**config.mk**
```make
export PLATFORM = sky130hd
export DESIGN_NAME = nibble_serial_adder_ctrl
export DESIGN_NICKNAME = d
export VERILOG_FILES = /design/src/rtl/nibble_serial_adder_ctrl_pkg.sv /design/src/rtl/nibble_serial_adder_ctrl_cla4_slice.sv /design/src/rtl/nibble_serial_adder_ctrl.sv
export SDC_FILE = /design/constraint.sdc
export NUM_CORES = 1
export LEC_CHECK = 0
export ABC_CLOCK_PERIOD_IN_PS = 3100
export CORE_MARGIN = 2
export CORE_UTILIZATION = 45
export CTS_CLUSTER_DIAMETER = 50
export DETAILED_ROUTE_END_ITERATION = 8
export PLACE_DENSITY = 0.71
export REMOVE_ABC_BUFFERS = 1
export SLEW_MARGIN = 25
export SYNTH_ARGS = -nofsm -noshare
export SYNTH_HDL_FRONTEND = slang
export SYNTH_SLANG_ARGS = --single-unit
export TNS_END_PERCENT = 100
```
**constraint.sdc**
```tcl
create_clock -name clk -period 3.1 [get_ports clk]
set_input_delay 0.62 -clock clk [delete_from_list [all_inputs] [get_ports clk]]
set_output_delay 0.62 -clock clk [all_outputs]
set_load 0.02 [all_outputs]
```
**src/rtl/nibble_serial_adder_ctrl_pkg.sv**
```systemverilog
// Shared types and constants for the nibble-serial adder sequencer.
// State encoding, slice width and index-width derivation used by the top and its bench.
package nibble_serial_adder_ctrl_pkg;

  localparam int unsigned SliceBits = 4;

  typedef enum logic [1:0] {
    StIdle = 2'd0,
    StRun  = 2'd1,
    StDone = 2'd2
  } state_e;

  // Keeps the index at least one bit wide when only one slice exists.
  function automatic int unsigned idx_width(input int unsigned nslice);
    return (nslice > 1) ? $clog2(nslice) : 1;
  endfunction

endpackage

```
**src/rtl/nibble_serial_adder_ctrl_cla4_slice.sv**
```systemverilog
// Combinational 4-bit carry-lookahead slice shared by the serial adder.
// Exposes the carry into bit 3 so the caller can derive signed overflow.
module cla4_slice (
  input  logic [3:0] a_i,
  input  logic [3:0] b_i,
  input  logic       c_i,
  output logic [3:0] s_o,
  output logic       c3_o,
  output logic       c4_o
);

  logic [3:0] g;
  logic [3:0] p;
  logic [4:0] c;

  always_comb begin
    g    = a_i & b_i;
    p    = a_i | b_i;
    c[0] = c_i;
    c[1] = g[0] | (p[0] & c_i);
    c[2] = g[1] | (p[1] & g[0]) | (p[1] & p[0] & c_i);
    c[3] = g[2] | (p[2] & g[1]) | (p[2] & p[1] & g[0]) | (p[2] & p[1] & p[0] & c_i);
    c[4] = g[3] | (p[3] & g[2]) | (p[3] & p[2] & g[1]) | (p[3] & p[2] & p[1] & g[0])
         | (p[3] & p[2] & p[1] & p[0] & c_i);
    s_o  = a_i ^ b_i ^ c[3:0];
    c3_o = c[3];
    c4_o = c[4];
  end

endmodule

```
**src/rtl/nibble_serial_adder_ctrl.sv**
```systemverilog
// Adds WIDTH-bit operands one nibble per cycle through a single shared CLA slice.
// Operands enter and results leave over valid/ready handshakes.
module nibble_serial_adder_ctrl
  import nibble_serial_adder_ctrl_pkg::*;
#(
  parameter int unsigned WIDTH = 16,
  parameter int unsigned SLICE = SliceBits
) (
  input  logic             clk,
  input  logic             rst_n,
  input  logic             in_valid,
  output logic             in_ready,
  input  logic [WIDTH-1:0] A,
  input  logic [WIDTH-1:0] B,
  input  logic             Cin,
  output logic             out_valid,
  input  logic             out_ready,
  output logic [WIDTH-1:0] F,
  output logic             Cout,
  output logic             Ovf,
  output logic             busy
);

  localparam int unsigned NSLICE = WIDTH / SLICE;
  localparam int unsigned IdxW = idx_width(NSLICE);
  localparam logic [IdxW-1:0] LastIdx = IdxW'(NSLICE - 1);

  state_e          state_q;
  logic [WIDTH-1:0] opa_q, opb_q, f_q;
  logic            carry_q, cout_q, ovf_q;
  logic [IdxW-1:0] idx_q;
  logic            in_ready_q, out_valid_q, busy_q;

  logic [SLICE-1:0] slice_a, slice_b, slice_s;
  logic             slice_c3, slice_c4;

  always_comb begin
    slice_a = opa_q[idx_q*SLICE +: SLICE];
    slice_b = opb_q[idx_q*SLICE +: SLICE];
  end

  cla4_slice u_cla4_slice (
    .a_i  (slice_a),
    .b_i  (slice_b),
    .c_i  (carry_q),
    .s_o  (slice_s),
    .c3_o (slice_c3),
    .c4_o (slice_c4)
  );

  always_ff @(posedge clk or negedge rst_n) begin
    if (!rst_n) begin
      state_q     <= StIdle;
      opa_q       <= '0;
      opb_q       <= '0;
      carry_q     <= 1'b0;
      idx_q       <= '0;
      f_q         <= '0;
      cout_q      <= 1'b0;
      ovf_q       <= 1'b0;
      in_ready_q  <= 1'b1;
      out_valid_q <= 1'b0;
      busy_q      <= 1'b0;
    end else begin
      unique case (state_q)
        StIdle: begin
          if (in_valid) begin
            opa_q      <= A;
            opb_q      <= B;
            carry_q    <= Cin;
            idx_q      <= '0;
            in_ready_q <= 1'b0;
            busy_q     <= 1'b1;
            state_q    <= StRun;
          end
        end
        StRun: begin
          f_q[idx_q*SLICE +: SLICE] <= slice_s;
          carry_q                   <= slice_c4;
          if (idx_q == LastIdx) begin
            // Top slice: its bit 3 is the operand MSB, so C3^C4 is signed overflow.
            cout_q      <= slice_c4;
            ovf_q       <= slice_c3 ^ slice_c4;
            idx_q       <= '0;
            out_valid_q <= 1'b1;
            state_q     <= StDone;
          end else begin
            idx_q <= idx_q + 1'b1;
          end
        end
        StDone: begin
          if (out_ready) begin
            out_valid_q <= 1'b0;
            busy_q      <= 1'b0;
            in_ready_q  <= 1'b1;
            state_q     <= StIdle;
          end
        end
        default: state_q <= StIdle;
      endcase
    end
  end

  assign in_ready  = in_ready_q;
  assign out_valid = out_valid_q;
  assign F         = f_q;
  assign Cout      = cout_q;
  assign Ovf       = ovf_q;
  assign busy      = busy_q;

endmodule

```
### Word-level counts from Yosys, hierarchy flattened

Cells that the tools add are included.

* memories: 0
* output and inout port bits: 21
* register bits after elaboration: 58
* bits in writable memories: 0
* input port bits: 37
* bits in read-only memories: 0
* bits in latches: 0
* word-level logic and storage cells: 82

* muxes and demuxes: 18
* div/mod/pow operators: 0
* magnitude comparators: 0
* eq/ne operators: 6
* add/subtract/negate cells: 2
* multipliers: 0
* bitwise logic cells: 31
* reduce and logical (&&, ||, !) cells: 10
* shifts and indexed selects: 4

Operator list (count)
* $neg A4 Y34: 1
* $shift A4 B34 Y16 const A: 1
* $shiftx A4 B34 Y16: 1
* $shiftx A16 B5 Y4: 2
* $and A1 B1 Y1: 16
* $bwmux W16: 1
* $mux W2: 5
* $or A1 B1 Y1: 10
* $reduce_and A3 Y1: 3
* $pmux W1 S2: 4
* $xor A4 B4 Y4: 2
* $mux W1: 6
* $ne A2 B2 Y1 const B: 3
* $pmux W2 S3: 1
* $reduce_and A2 Y1: 3
* $reduce_bool A2 Y1: 3
* $and A4 B4 Y4: 1
* $eq A2 B2 Y1 const B: 2
* $or A4 B4 Y4: 1
* $pmux W2 S2: 1
* $add A2 B1 Y2 const B: 1
* $eq A2 B1 Y1 const B: 1
* $logic_not A2 Y1: 1
* $xor A1 B1 Y1: 1

### Depth between registers and ports, before layout

Gate-level depths: netlist of run 1.

* depth after elaboration: 9
* mapped depth: 8
* depth with buffers taken out: 7

### By module

From an unflattened synthesis of run 1, not the netlist that was laid out.

* cell total of the unflattened synthesis: 222
* area total of the unflattened synthesis: 2896.5 um^2

Modules (own cells, without submodules)
* nibble_serial_adder_ctrl: cells an instance 183, instances 1, area each 2587.5 um^2, seq. area each 1452.6 um^2
* cla4_slice: cells an instance 39, instances 1, area each 309.0 um^2, seq. area each 0.0 um^2

### Least setup slack after synthesis of run 1

OpenSTA, ideal clock, no wires.

* path kind: register to register
* from: register idx_q[0]
* to: register ovf_q, in the netlist Ovf
* setup time: 69 ps
* path slack: 813 ps
* period minus slack after synthesis: 2287 ps
* stages on the path, launching flop included: 8
* required time: 3031 ps
* path buffers: 1
* data arrival time: 2218 ps
* cells stage by stage: dfrtp_1 -> buf_4 -> mux4_2 -> ha_1 -> nor2_1 -> a221oi_2 -> or4b_1 -> nand3_1

* cells in the longest elaborated chain, start to end: 8
* elaborated cells between the ends (all ways): 26
* those cells by class: eq/ne: 1; shift: 2; bitwise: 22; reduce/logical: 1

RTL lines
* start: declaration: RTL line nibble_serial_adder_ctrl.sv:31 `logic [IdxW-1:0] idx_q;`
* start signal: assignment: RTL line nibble_serial_adder_ctrl.sv:88 `idx_q <= idx_q + 1'b1;`
* $shiftx A16 B5 Y4, on equally long branches: RTL line nibble_serial_adder_ctrl.sv:38, nibble_serial_adder_ctrl.sv:39
* $or A4 B4 Y4 / $and A4 B4 Y4 (equally long branches): RTL line nibble_serial_adder_ctrl_cla4_slice.sv:18, nibble_serial_adder_ctrl_cla4_slice.sv:17
* $and A1 B1 Y1, on equally long branches: RTL line nibble_serial_adder_ctrl_cla4_slice.sv:23, nibble_serial_adder_ctrl_cla4_slice.sv:24
* $or A1 B1 Y1 (tied with other cells) (2 in a row): RTL line nibble_serial_adder_ctrl_cla4_slice.sv:23 `c[4] = g[3] | (p[3] & g[2]) | (p[3] & p[2] & g[1]) | (p[3] & p[2] & p[1] & g[0])`
* $or A1 B1 Y1 / $and A1 B1 Y1 (equally long branches): RTL line nibble_serial_adder_ctrl_cla4_slice.sv:23, nibble_serial_adder_ctrl_cla4_slice.sv:24
* $or A1 B1 Y1: RTL line nibble_serial_adder_ctrl_cla4_slice.sv:24 `| (p[3] & p[2] & p[1] & p[0] & c_i);`
* $xor A1 B1 Y1: RTL line nibble_serial_adder_ctrl.sv:83 `ovf_q <= slice_c3 ^ slice_c4;`
* end signal: assignment: RTL line nibble_serial_adder_ctrl.sv:83
* end: declaration: RTL line nibble_serial_adder_ctrl.sv:30 `logic carry_q, cout_q, ovf_q;`

Several ways; a longest one is shown, not always the timed one.
A chain may end at the register's enable or synchronous reset.

### Worst setup path after layout of run 1

Same ends and word-level chain as after synthesis.

==> flow_metrics.env, run 1 <==
export IMPL_highest_layer="met4"
export IMPL_seq_power_share_pct=33.7
export IMPL_ys_warn_count=0
export IMPL_start_kind="flop"
export IMPL_cp_required_ps=3370
export IMPL_drc=0
export IMPL_hold_class="in2async"
export IMPL_die_w_um=83.3
export IMPL_final_common_cell="dfrtp_1"
export IMPL_relSlewSlack_pct=50.3
export IMPL_dr_pass1_iters=4
export IMPL_max_cap_violations=0
export IMPL_synth_cell_type_count=38
export IMPL_netlist_instances=229
export IMPL_finalCritPeriodShare_pct=85.7
export IMPL_area_growth_pct=28.5
export IMPL_netlist_area_mm2=0.00283
export IMPL_powerDensity_mw_per_mm2=1130
export IMPL_drtIter0Drc=57
export IMPL_power_switching_mw=1.65
export IMPL_worstSetupPathType="reg2reg"
export IMPL_finalInstanceArea_mm2=0.00364
export IMPL_h_tree_depth=3
export IMPL_layout_common_cells="dfrtp_1, clkdlybuf4s50_1, mux2_2"
export IMPL_clock_path_buffers=2
export IMPL_rsz0062_at_grt="false"
export IMPL_final_min_clock_period_ps=2660
export IMPL_cp_max_fo=15
export IMPL_wl_met3_um=256
export IMPL_grt_pass1_vias=1967
export IMPL_grt_usage_pct=17.8
export IMPL_max_freq_ghz=0.377
export IMPL_via_per_inst=5.14
export IMPL_wirelength_um=5690
export IMPL_grt_start_max_net_pins=35
export IMPL_cts_made_buffers=9
export IMPL_die_y_um=83.3
export IMPL_initial_core_util_pct=47.2
export IMPL_cts_hold_fix_buffers=0
export IMPL_globalRouteOverflowTotal=0
export IMPL_tightest_slew_ps=746
export IMPL_post_dp_hpwl_um=4220
export IMPL_total_leakage_power_nw=1.56
export IMPL_path_clk_slew_ps=70
export IMPL_yosysSeqAreaShare_pct=51.3
export IMPL_synth_edff_count=0
export IMPL_wl_met1_um=2650
export IMPL_portBuffers=57
export IMPL_nets=343
export IMPL_cts_root_buffer_cell="clkbuf_8"
export IMPL_switching_share_pct=40.2
export IMPL_p_int_mw=2.45
export IMPL_finalClockSkew_ps=11.5
export IMPL_slew_viol_final=0
export IMPL_place_area_mm2=0.00346
export IMPL_hold_viol_final=0
export IMPL_synth_seq_cells=58
export IMPL_clock_sinks=58
export IMPL_grt_antenna_before_repair=0
export IMPL_synth_ff_type="dfrtp_1"
export IMPL_die_area_mm2=0.00694
export IMPL_wl_met2_um=2710
export IMPL_async_reset_ff_share_pct=100
export IMPL_routed_via_count=1907
export IMPL_r2r_cells=6
export IMPL_avgSynthCellArea_um2=12.4
export IMPL_cp_arrival_ps=2920
export IMPL_pwr_share_clk_pct=15.0
export IMPL_power_frac_comb_pct=51.3
export IMPL_end_kind="flop"
export IMPL_drive_above_1_share_pct=21.3
export IMPL_ant_nets=0
export IMPL_cts_tree="done"
export IMPL_fin_tns_setup_ps=0
export IMPL_ios=58
export IMPL_wire_per_inst_um=15.3
export IMPL_setup_viol=0
export IMPL_grt_first_pass_wirelength_um=9690
export IMPL_cts_resized=0
export IMPL_core_area_mm2=0.00599
export IMPL_vdd_drop_max_uv=533
export IMPL_clk_latency_ps=340
export IMPL_status="finished, final reports clean"
export IMPL_postCtsSetupRepairBufs=0
export IMPL_rows=28
export IMPL_diodes=0
export IMPL_gp_congestion=0.744
## state kept, by name, indices dropped and copies added (netlist names)
| register | flops |
|---|---|
| F | 16 |
| opa_q | 16 |
| opb_q | 16 |
| idx_q | 2 |
| state_q | 2 |
| Cout | 1 |
| Ovf | 1 |
| busy | 1 |
| carry_q | 1 |
| in_ready | 1 |
| out_valid | 1 |
## layer usage
layer | vias to the layer above | global-route usage (%)
li1 | 926 | -
met1 | 925 | 23.6
met2 | 49 | 28.0
met3 | 7 | 4.97
met4 | 0 | 6.26
met5 | - | 0
## stage by stage
| step | instances | power, mW | util (%) | setup slack [ps] | hold slack [ps] |
|---|---|---|---|---|---|
| CTS | 371 | 4.14 | 60.7 | 384 | 339 |
| floorplan | 221 | 2.82 | - | 700 | 324 |
| finish | 371 | 4.10 | 60.7 | 444 | 322 |
| global placement | 355 | 3.43 | 57.8 | 485 | 462 |
| detailed placement | 355 | 3.51 | 57.8 | 398 | 470 |
| global route | 371 | 4.43 | 60.7 | 198 | 386 |
## critical path, cell delays in order (launching register included)
cell	delay (ps)
dfrtp_1	830
mux4_2	610
ha_1	300
nor2_1	160
a221oi_2	100
or4b_1	500
nand3_1	90
## synthesized netlist by cell type (2+ instances only)
| cell type | n | area, µm² |
|---|---|---|
| mux2_2 | 31 | 349 |
| nor2b_1 | 2 | 12.5 |
| mux4_2 | 8 | 180 |
| o21bai_1 | 2 | 15.0 |
| nand2b_1 | 4 | 25.0 |
| buf_2 | 4 | 20.0 |
| nand3b_1 | 3 | 22.5 |
| nor3_1 | 2 | 10.0 |
| inv_1 | 16 | 60.1 |
| ha_1 | 14 | 175 |
| a21oi_1 | 8 | 40.0 |
| clkbuf_1 | 2 | 7.51 |
| nand2_1 | 24 | 90.1 |
| a22o_1 | 2 | 17.5 |
| o21ai_0 | 12 | 60.1 |
| o31ai_1 | 7 | 52.6 |
| dfrtp_1 | 57 | 1430 |
| o211ai_1 | 2 | 15.0 |
| buf_4 | 2 | 15.0 |
| nor2_1 | 6 | 22.5 |
| nand3_1 | 3 | 15.0 |
| or4b_1 | 2 | 20.0 |
## power by group through the flow
stage               Combinational [mW]  Sequential (mW)  Clock (mW)
finish                            2.10             1.38       0.616
CTS                               2.12             1.39       0.635
floorplan                         1.40             1.42           0
global route                      2.33             1.43       0.668
detailed placement                2.11             1.40           0
global placement                  2.05             1.38           0
## area by class of cell
type                       count  area, µm²
inverter                      17       63.8
fill                         492       2350
clock buffer                  13        159
timing repair buffer          59        581
multi-input combinational    146       1270
sequential                    58       1450
tap                           75       93.8
clock inverter                 3       15.0
## cell families (layout without fill, tap and decap cells)
group | count (synthesis) | after routing | share of synthesized area, %
mux | 40 | 40 | 19.1
flops | 58 | 58 | 51.3
compound gates | 38 | 38 | 8.75
buf+inv | 25 | 92 | 3.76
simple gates | 52 | 52 | 9.86
xor+xnor | 1 | 1 | 0.310
fa+ha+maj | 15 | 15 | 6.90
## path summary, 6_finish.rpt
| path | to | slack [ps] | start |
|---|---|---|---|
| min in group clk | in_ready$_DFFE_PN1P_ | 480 | in_ready$_DFFE_PN1P_ |
| min | F[9]$_DFFE_PN0P_ | 320 | rst_n |
| max | Ovf$_DFFE_PN0P_ | 440 | idx_q[0]$_DFFE_PN0P_ |
| min reg2reg | in_ready$_DFFE_PN1P_ | 480 | in_ready$_DFFE_PN1P_ |
| max in group asynchronous | in_ready$_DFFE_PN1P_ | 1900 | rst_n |
| max reg2reg | Ovf$_DFFE_PN0P_ | 440 | idx_q[0]$_DFFE_PN0P_ |
No activity file was read; power rests on OpenSTA's default activity.
==> inputs of run 2 (changes only) <==
--- a/config.mk
+++ b/config.mk
@@ -15,5 +15,6 @@
 export SLEW_MARGIN = 25
 export SYNTH_ARGS = -nofsm -noshare
 export SYNTH_HDL_FRONTEND = slang
+export SYNTH_HIERARCHICAL = 1
 export SYNTH_SLANG_ARGS = --single-unit
 export TNS_END_PERCENT = 100
==> run 2 against run 1 <==
  * Combinational power up 15%
  * Sequential power about the same
  * Worst setup slack better by 75 ps
  * Critical path type unchanged
  * Critical endpoint is now F[3]$_DFFE_PN0P_
  * Die area up 2.2%
  * Clock skew down 7.5 ps
  * Critical path depth up 2
  * Largest power group unchanged
  * Area after synthesis up 2.3%
  * Global-route usage down 0.56 points
  * Sequential share of layout area down 1.3 points
  * Highest routed layer unchanged
  * Maximum frequency up 2.9%
==> flow_metrics.env, run 2 <==
export IMPL_status="finished, final reports clean"
export IMPL_drtIter0Drc=98
export IMPL_switching_share_pct=39.6
export IMPL_setup_slack_ps=519
export IMPL_crit_buf_inv=1
export IMPL_final_min_clock_period_ps=2580
export IMPL_die_w_um=84.2
export IMPL_cp_required_ps=3360
export IMPL_yosysSeqAreaShare_pct=50.2
export IMPL_netlist_instances=222
export IMPL_postLayoutCoreUtil_pct=59.9
export IMPL_crit_path_top_delay_cell="dfrtp_1"
export IMPL_post_dp_hpwl_um=4100
export IMPL_cp_arrival_ps=2840
export IMPL_wl_met3_um=293
export IMPL_setup_viol=0
export IMPL_highest_layer="met4"
export IMPL_drc=0
export IMPL_netlist_area_mm2=0.00290
export IMPL_ys_warn_count=6
export IMPL_hold_class="in2async"
export IMPL_async_reset_ff_share_pct=100
export IMPL_clock_path_buffers=2
export IMPL_ant_nets=0
export IMPL_layout_common_cells="dfrtp_1, clkdlybuf4s50_1, mux2_2"
export IMPL_vdd_drop_max_uv=689
export IMPL_max_stage_delay_ps=710
export IMPL_synth_edff_count=0
export IMPL_start_kind="flop"
export IMPL_end_kind="flop"
export IMPL_final_common_cell="dfrtp_1"
export IMPL_tightest_slew_ps=674
export IMPL_rsz0062_at_grt="false"
export IMPL_synth_cell_type_count=38
export IMPL_area_growth_pct=29.7
export IMPL_gp_congestion=0.826
export IMPL_yosysTopAreaCell="dfrtp_1"
export IMPL_dr_pass1_iters=4
export IMPL_worstSetupPathType="reg2reg"
export IMPL_cts_hold_fix_buffers=0
export IMPL_cpLargestDelayFamily="flip-flops"
export IMPL_relSlewSlack_pct=55.1
export IMPL_h_tree_depth=3
export IMPL_initial_core_util_pct=46.1
export IMPL_via_per_inst=5.31
export IMPL_wl_met1_um=2540
export IMPL_finalInstanceArea_mm2=0.00376
export IMPL_fill_cells=509
export IMPL_globalRouteOverflowTotal=0
export IMPL_seq_power_share_pct=30.6
export IMPL_diodes=0
export IMPL_drive_above_1_share_pct=24.8
export IMPL_p_int_mw=2.72
export IMPL_fin_tns_setup_ps=0
export IMPL_total_leakage_power_nw=1.61
export IMPL_cp_max_fo=13
export IMPL_wire_per_inst_um=15.1
export IMPL_synth_top_cell_area_share_pct=49.2
export IMPL_path_cells="mux4_2, inv_1, ha_1, nor2b_4, o211a_1, a211oi_2, nand3_1, o2bb2ai_1"
export IMPL_nets=338
export IMPL_rows=29
export IMPL_cts_made_buffers=9
export IMPL_clock_sinks=58
export IMPL_portBuffers=57
export IMPL_finalCritPeriodShare_pct=83.3
export IMPL_hold_viol_final=0
export IMPL_avgSynthCellArea_um2=13.0
export IMPL_synth_ff_type="dfrtp_1"
export IMPL_die_y_um=84.2
export IMPL_wirelength_um=5530
export IMPL_routed_via_count=1948
export IMPL_powerDensity_mw_per_mm2=1200
export IMPL_pwr_share_clk_pct=15.8
export IMPL_place_area_mm2=0.00355
export IMPL_power_switching_mw=1.78
export IMPL_path_clk_slew_ps=60
export IMPL_power_frac_comb_pct=53.7
export IMPL_finalClockSkew_ps=4.02
export IMPL_max_cap_violations=0
export IMPL_clk_latency_ps=330
export IMPL_ios=58
export IMPL_synth_most_common_cell="dfrtp_1"
export IMPL_core_area_mm2=0.00628
export IMPL_slew_viol_final=0
export IMPL_max_freq_ghz=0.387
export IMPL_grt_antenna_before_repair=0
export IMPL_grt_first_pass_wirelength_um=9630
export IMPL_synth_seq_cells=58
export IMPL_postCtsSetupRepairBufs=0
export IMPL_wl_met2_um=2610
export IMPL_ys_top_cells_by_area="dfrtp_1, mux2_2, mux4_2"
export IMPL_cts_tree="done"
export IMPL_die_area_mm2=0.00709
export IMPL_cts_resized=0
export IMPL_grt_start_max_net_pins=31
export IMPL_grt_usage_pct=17.2
export IMPL_cts_root_buffer_cell="clkbuf_8"
export IMPL_dp_slack_ps=474
export IMPL_synth_commonest_cells="dfrtp_1, mux2_2, inv_1"
export IMPL_grt_pass1_vias=2020
==> run 2: cell types whose count changed in the layout (fill, tap and decap cells not counted), moves of 4 or more <==
cell and change:
nand2_1 -10, o2bb2ai_1 +4, o21ai_0 -4, o31ai_1 -5
a22o_1 +6
==> run 2: final cells by class <==
type                       count  area [µm²]  area share, %
timing repair buffer          60         613           16.3
multi-input combinational    138        1320           35.1
sequential                    58        1450           38.7
clock buffer                  13         169           4.50
clock inverter                 2        35.0          0.932
inverter                      19        71.3           1.90
tap                           77        96.3           2.56
==> run 2: per-stage QoR <==
stage,cells,power [mW],hold slack (ps)
global placement,352,3.76,466
detailed placement,352,3.82,473
finish,367,4.50,327
global route,367,4.87,367
CTS,367,4.55,335
floorplan,215,3.07,324
==> run 2: metal layers <==
| metal | vias to the layer above | track usage, % |
|---|---|---|
| li1 | 916 | - |
| met5 | - | 0 |
| met2 | 53 | 27.5 |
| met4 | 0 | 6.16 |
| met1 | 970 | 22.3 |
| met3 | 9 | 5.21 |
==> run 2: worst paths after layout <==
kind / slack, ps / depth (start not counted) / to / from
max: 520 / 8 / F[3]$_DFFE_PN0P_ / idx_q[0]$_DFFE_PN0P_
min: 330 / 1 / opb_q[9]$_DFFE_PN0P_ / rst_n
max reg2reg: 520 / 8 / F[3]$_DFFE_PN0P_ / idx_q[0]$_DFFE_PN0P_
min reg2reg: 480 / 2 / F[4]$_DFFE_PN0P_ / F[4]$_DFFE_PN0P_
max in group asynchronous: 2110 / 2 / in_ready$_DFFE_PN1P_ / rst_n
min in group clk: 480 / 2 / F[4]$_DFFE_PN0P_ / F[4]$_DFFE_PN0P_
==> run 2: cell families after synthesis <==
group / share of synthesized area [%]
buf+inv: 4.28
simple gates: 9.68
xor+xnor: 0.907
fa+ha+maj: 6.74
compound gates: 9.20
flops: 50.2
mux: 19.0
==> run 2: worst register-to-register path, cell delays in order, from the launching register on <==
cell and delay (ps):
dfrtp_1 710, mux4_2 620, inv_1 130, ha_1 200, nor2b_4 60, o211a_1 220
a211oi_2 330, nand3_1 120, o2bb2ai_1 130
==> run 2: power by group through the flow <==
| stage | logic (mW) | registers, mW | clock network, mW |
|---|---|---|---|
| final | 2.41 | 1.37 | 0.708 |
| after global routing | 2.67 | 1.43 | 0.763 |
| after CTS | 2.44 | 1.38 | 0.727 |
| after detailed placement | 2.43 | 1.39 | 0 |
| after global placement | 2.38 | 1.38 | 0 |
| after floorplan | 1.65 | 1.42 | 0 |
==> inputs of run 3 (changes only) <==
--- a/config.mk
+++ b/config.mk
@@ -5,7 +5,7 @@
 export SDC_FILE = /design/constraint.sdc
 export NUM_CORES = 1
 export LEC_CHECK = 0
-export ABC_CLOCK_PERIOD_IN_PS = 3100
+export ABC_CLOCK_PERIOD_IN_PS = 2700
 export CORE_MARGIN = 2
 export CORE_UTILIZATION = 45
 export CTS_CLUSTER_DIAMETER = 50
==> constraint.sdc (replaced) <==
create_clock -name clk -period 2.7 [get_ports clk]
set_input_delay 0.54 -clock clk [delete_from_list [all_inputs] [get_ports clk]]
set_output_delay 0.54 -clock clk [all_outputs]
set_load 0.02 [all_outputs]
==> run 3 against run 2 <==
  * Register-to-register slack worse by 260 ps
  * Largest cell class unchanged
  * Largest power group unchanged
  * Worst setup slack worse by 260 ps
  * Final cell count up 0.54%
  * Die area unchanged
  * Utilization up 0.34 points
  * Clock power up 19%
  * Clock skew up 4.0 ps
  * First-iteration DRC count down 7.1%
==> flow_metrics.env, run 3 (synthesis gave the netlist of run 2 again) <==
export IMPL_p_total_mw=5.28
export IMPL_portBuffers=57
export IMPL_grt_busiest_layer="met2"
export IMPL_relSlewSlack_pct=56.8
export IMPL_nets=339
export IMPL_rows=29
export IMPL_end_kind="flop"
export IMPL_initial_core_util_pct=46.1
export IMPL_fill_cells=511
export IMPL_dr_pass1_iters=4
export IMPL_placed_cells=353
export IMPL_drive_above_1_share_pct=25.3
export IMPL_rsz0062_at_grt="false"
export IMPL_hold_class="in2async"
export IMPL_cts_tree="done"
export IMPL_clk_latency_ps=340
export IMPL_wire_per_inst_um=15.0
export IMPL_cp_arrival_ps=2700
export IMPL_max_freq_ghz=0.409
export IMPL_grt_first_pass_wirelength_um=9800
export IMPL_cp_required_ps=2960
export IMPL_grt_use_met2_pct=27.3
export IMPL_path_clk_slew_ps=60
export IMPL_finalCritPeriodShare_pct=90.5
export IMPL_start_kind="flop"
export IMPL_via_per_inst=5.27
export IMPL_worstSetupPathType="reg2reg"
export IMPL_clock_sinks=58
export IMPL_finalClockSkew_ps=8.02
export IMPL_area_growth_pct=30.5
export IMPL_multi_input_area_mm2=0.00132
export IMPL_die_y_um=84.2
export IMPL_dp_slack_ps=165
export IMPL_regArea_mm2=0.00145
export IMPL_globalRouteOverflowTotal=0
export IMPL_grt_usage_pct=17.9
export IMPL_use_met1_pct=22.7
export IMPL_slew_viol_final=0
export IMPL_cts_root_buffer_cell="clkbuf_8"
export IMPL_h_tree_depth=3
export IMPL_gp_congestion=0.777
export IMPL_grt_antenna_before_repair=0
export IMPL_ios=58
export IMPL_core_area_mm2=0.00628
export IMPL_grt_start_max_net_pins=31
export IMPL_powerDensity_mw_per_mm2=1400
export IMPL_drc=0
export IMPL_vdd_drop_max_uv=616
export IMPL_die_w_um=84.2
export IMPL_cts_made_buffers=9
export IMPL_clock_path_buffers=2
export IMPL_die_area_mm2=0.00709
export IMPL_cp_max_fo=10
export IMPL_setup_viol=0
export IMPL_instances_no_fill=369
export IMPL_place_area_mm2=0.00356
export IMPL_ant_nets=0
export IMPL_hold_viol_final=0
export IMPL_routed_via_count=1945
export IMPL_drtIter0Drc=91
export IMPL_layout_common_cells="dfrtp_1, clkdlybuf4s50_1, mux2_2"
export IMPL_tightest_slew_ps=648
export IMPL_use_met3_pct=4.72
export IMPL_post_dp_hpwl_um=4170
export IMPL_final_min_clock_period_ps=2440
export IMPL_finalInstanceArea_mm2=0.00378
export IMPL_grt_pass1_vias=2087
export IMPL_diodes=0
export IMPL_status="finished, final reports clean"
export IMPL_setup_slack_ps=256
export IMPL_wirelength_um=5520
export IMPL_max_cap_violations=0
export IMPL_total_leakage_power_nw=1.62
export IMPL_fin_tns_setup_ps=0
## run 3: changes by cell type in the layout (fill, tap and decap cells not counted)
| cell | change |
|---|---|
| dfrtp_2 | +1 |
| clkbuf_8 | +1 |
| buf_4 | +1 |
| dfrtp_1 | -1 |
| clkbuf_1 | +1 |
| clkinv_2 | -1 |
## run 3: final timing paths
path | startpoint | to | slack (ps) | cells past startpoint
max | idx_q[0]$_DFFE_PN0P_ | F[3]$_DFFE_PN0P_ | 260 | 9
min | rst_n | opa_q[9]$_DFFE_PN0P_ | 220 | 1
max reg2reg | idx_q[0]$_DFFE_PN0P_ | F[3]$_DFFE_PN0P_ | 260 | 9
min reg2reg | F[7]$_DFFE_PN0P_ | F[7]$_DFFE_PN0P_ | 480 | 2
max in group asynchronous | rst_n | in_ready$_DFFE_PN1P_ | 1820 | 2
min in group clk | F[7]$_DFFE_PN0P_ | F[7]$_DFFE_PN0P_ | 480 | 2
## run 3: final cells by class
type | instances | area share [%]
Timing Repair Buffer | 61 | 16.4
Sequential cell | 58 | 38.5
Clock inverter | 1 | 0.795
Multi-Input combinational cell | 138 | 34.9
Inverter | 19 | 1.89
Tap cell | 77 | 2.55
Clock buffer | 15 | 4.93
## run 3: repair_timing
item	CTS	global route
resized for setup	0	1
buffers inserted	0	0
hold buffers	0	0
endpoints found under the setup margin	0	2
## run 3: per-stage QoR
step / utilization (%) / hold slack (ps)
after floorplan: - / 244
after global placement: 56.7 / 470
after detailed placement: 56.7 / 478
after CTS: 60.2 / 225
after global routing: 60.2 / 258
final: 60.2 / 223
## run 3: per-layer routing
layer  wire length [µm]  vias to the layer above  part of all wire, %
li1                   -                      925                    -
met1               2510                      958                   45
met2               2640                       50                   48
met3                235                       12                  4.3
met4                137                        0                  2.5
met5                  0                        -                    0
## run 3: critical path: stages, from the launching register on
cell,delay [ps]
dfrtp_2,460
buf_4,220
mux4_2,530
inv_1,80
ha_1,170
inv_1,60
and3_4,160
a211oi_2,400
nand3_1,120
o2bb2ai_1,150
## run 3: where the power goes
group | leakage, nW | switching (mW) | internal [mW]
Combinational | 0.795 | 1.44 | 1.42
Sequential | 0.713 | 0.296 | 1.27
Clock | 0.110 | 0.317 | 0.528
Total | 1.62 | 2.06 | 3.22
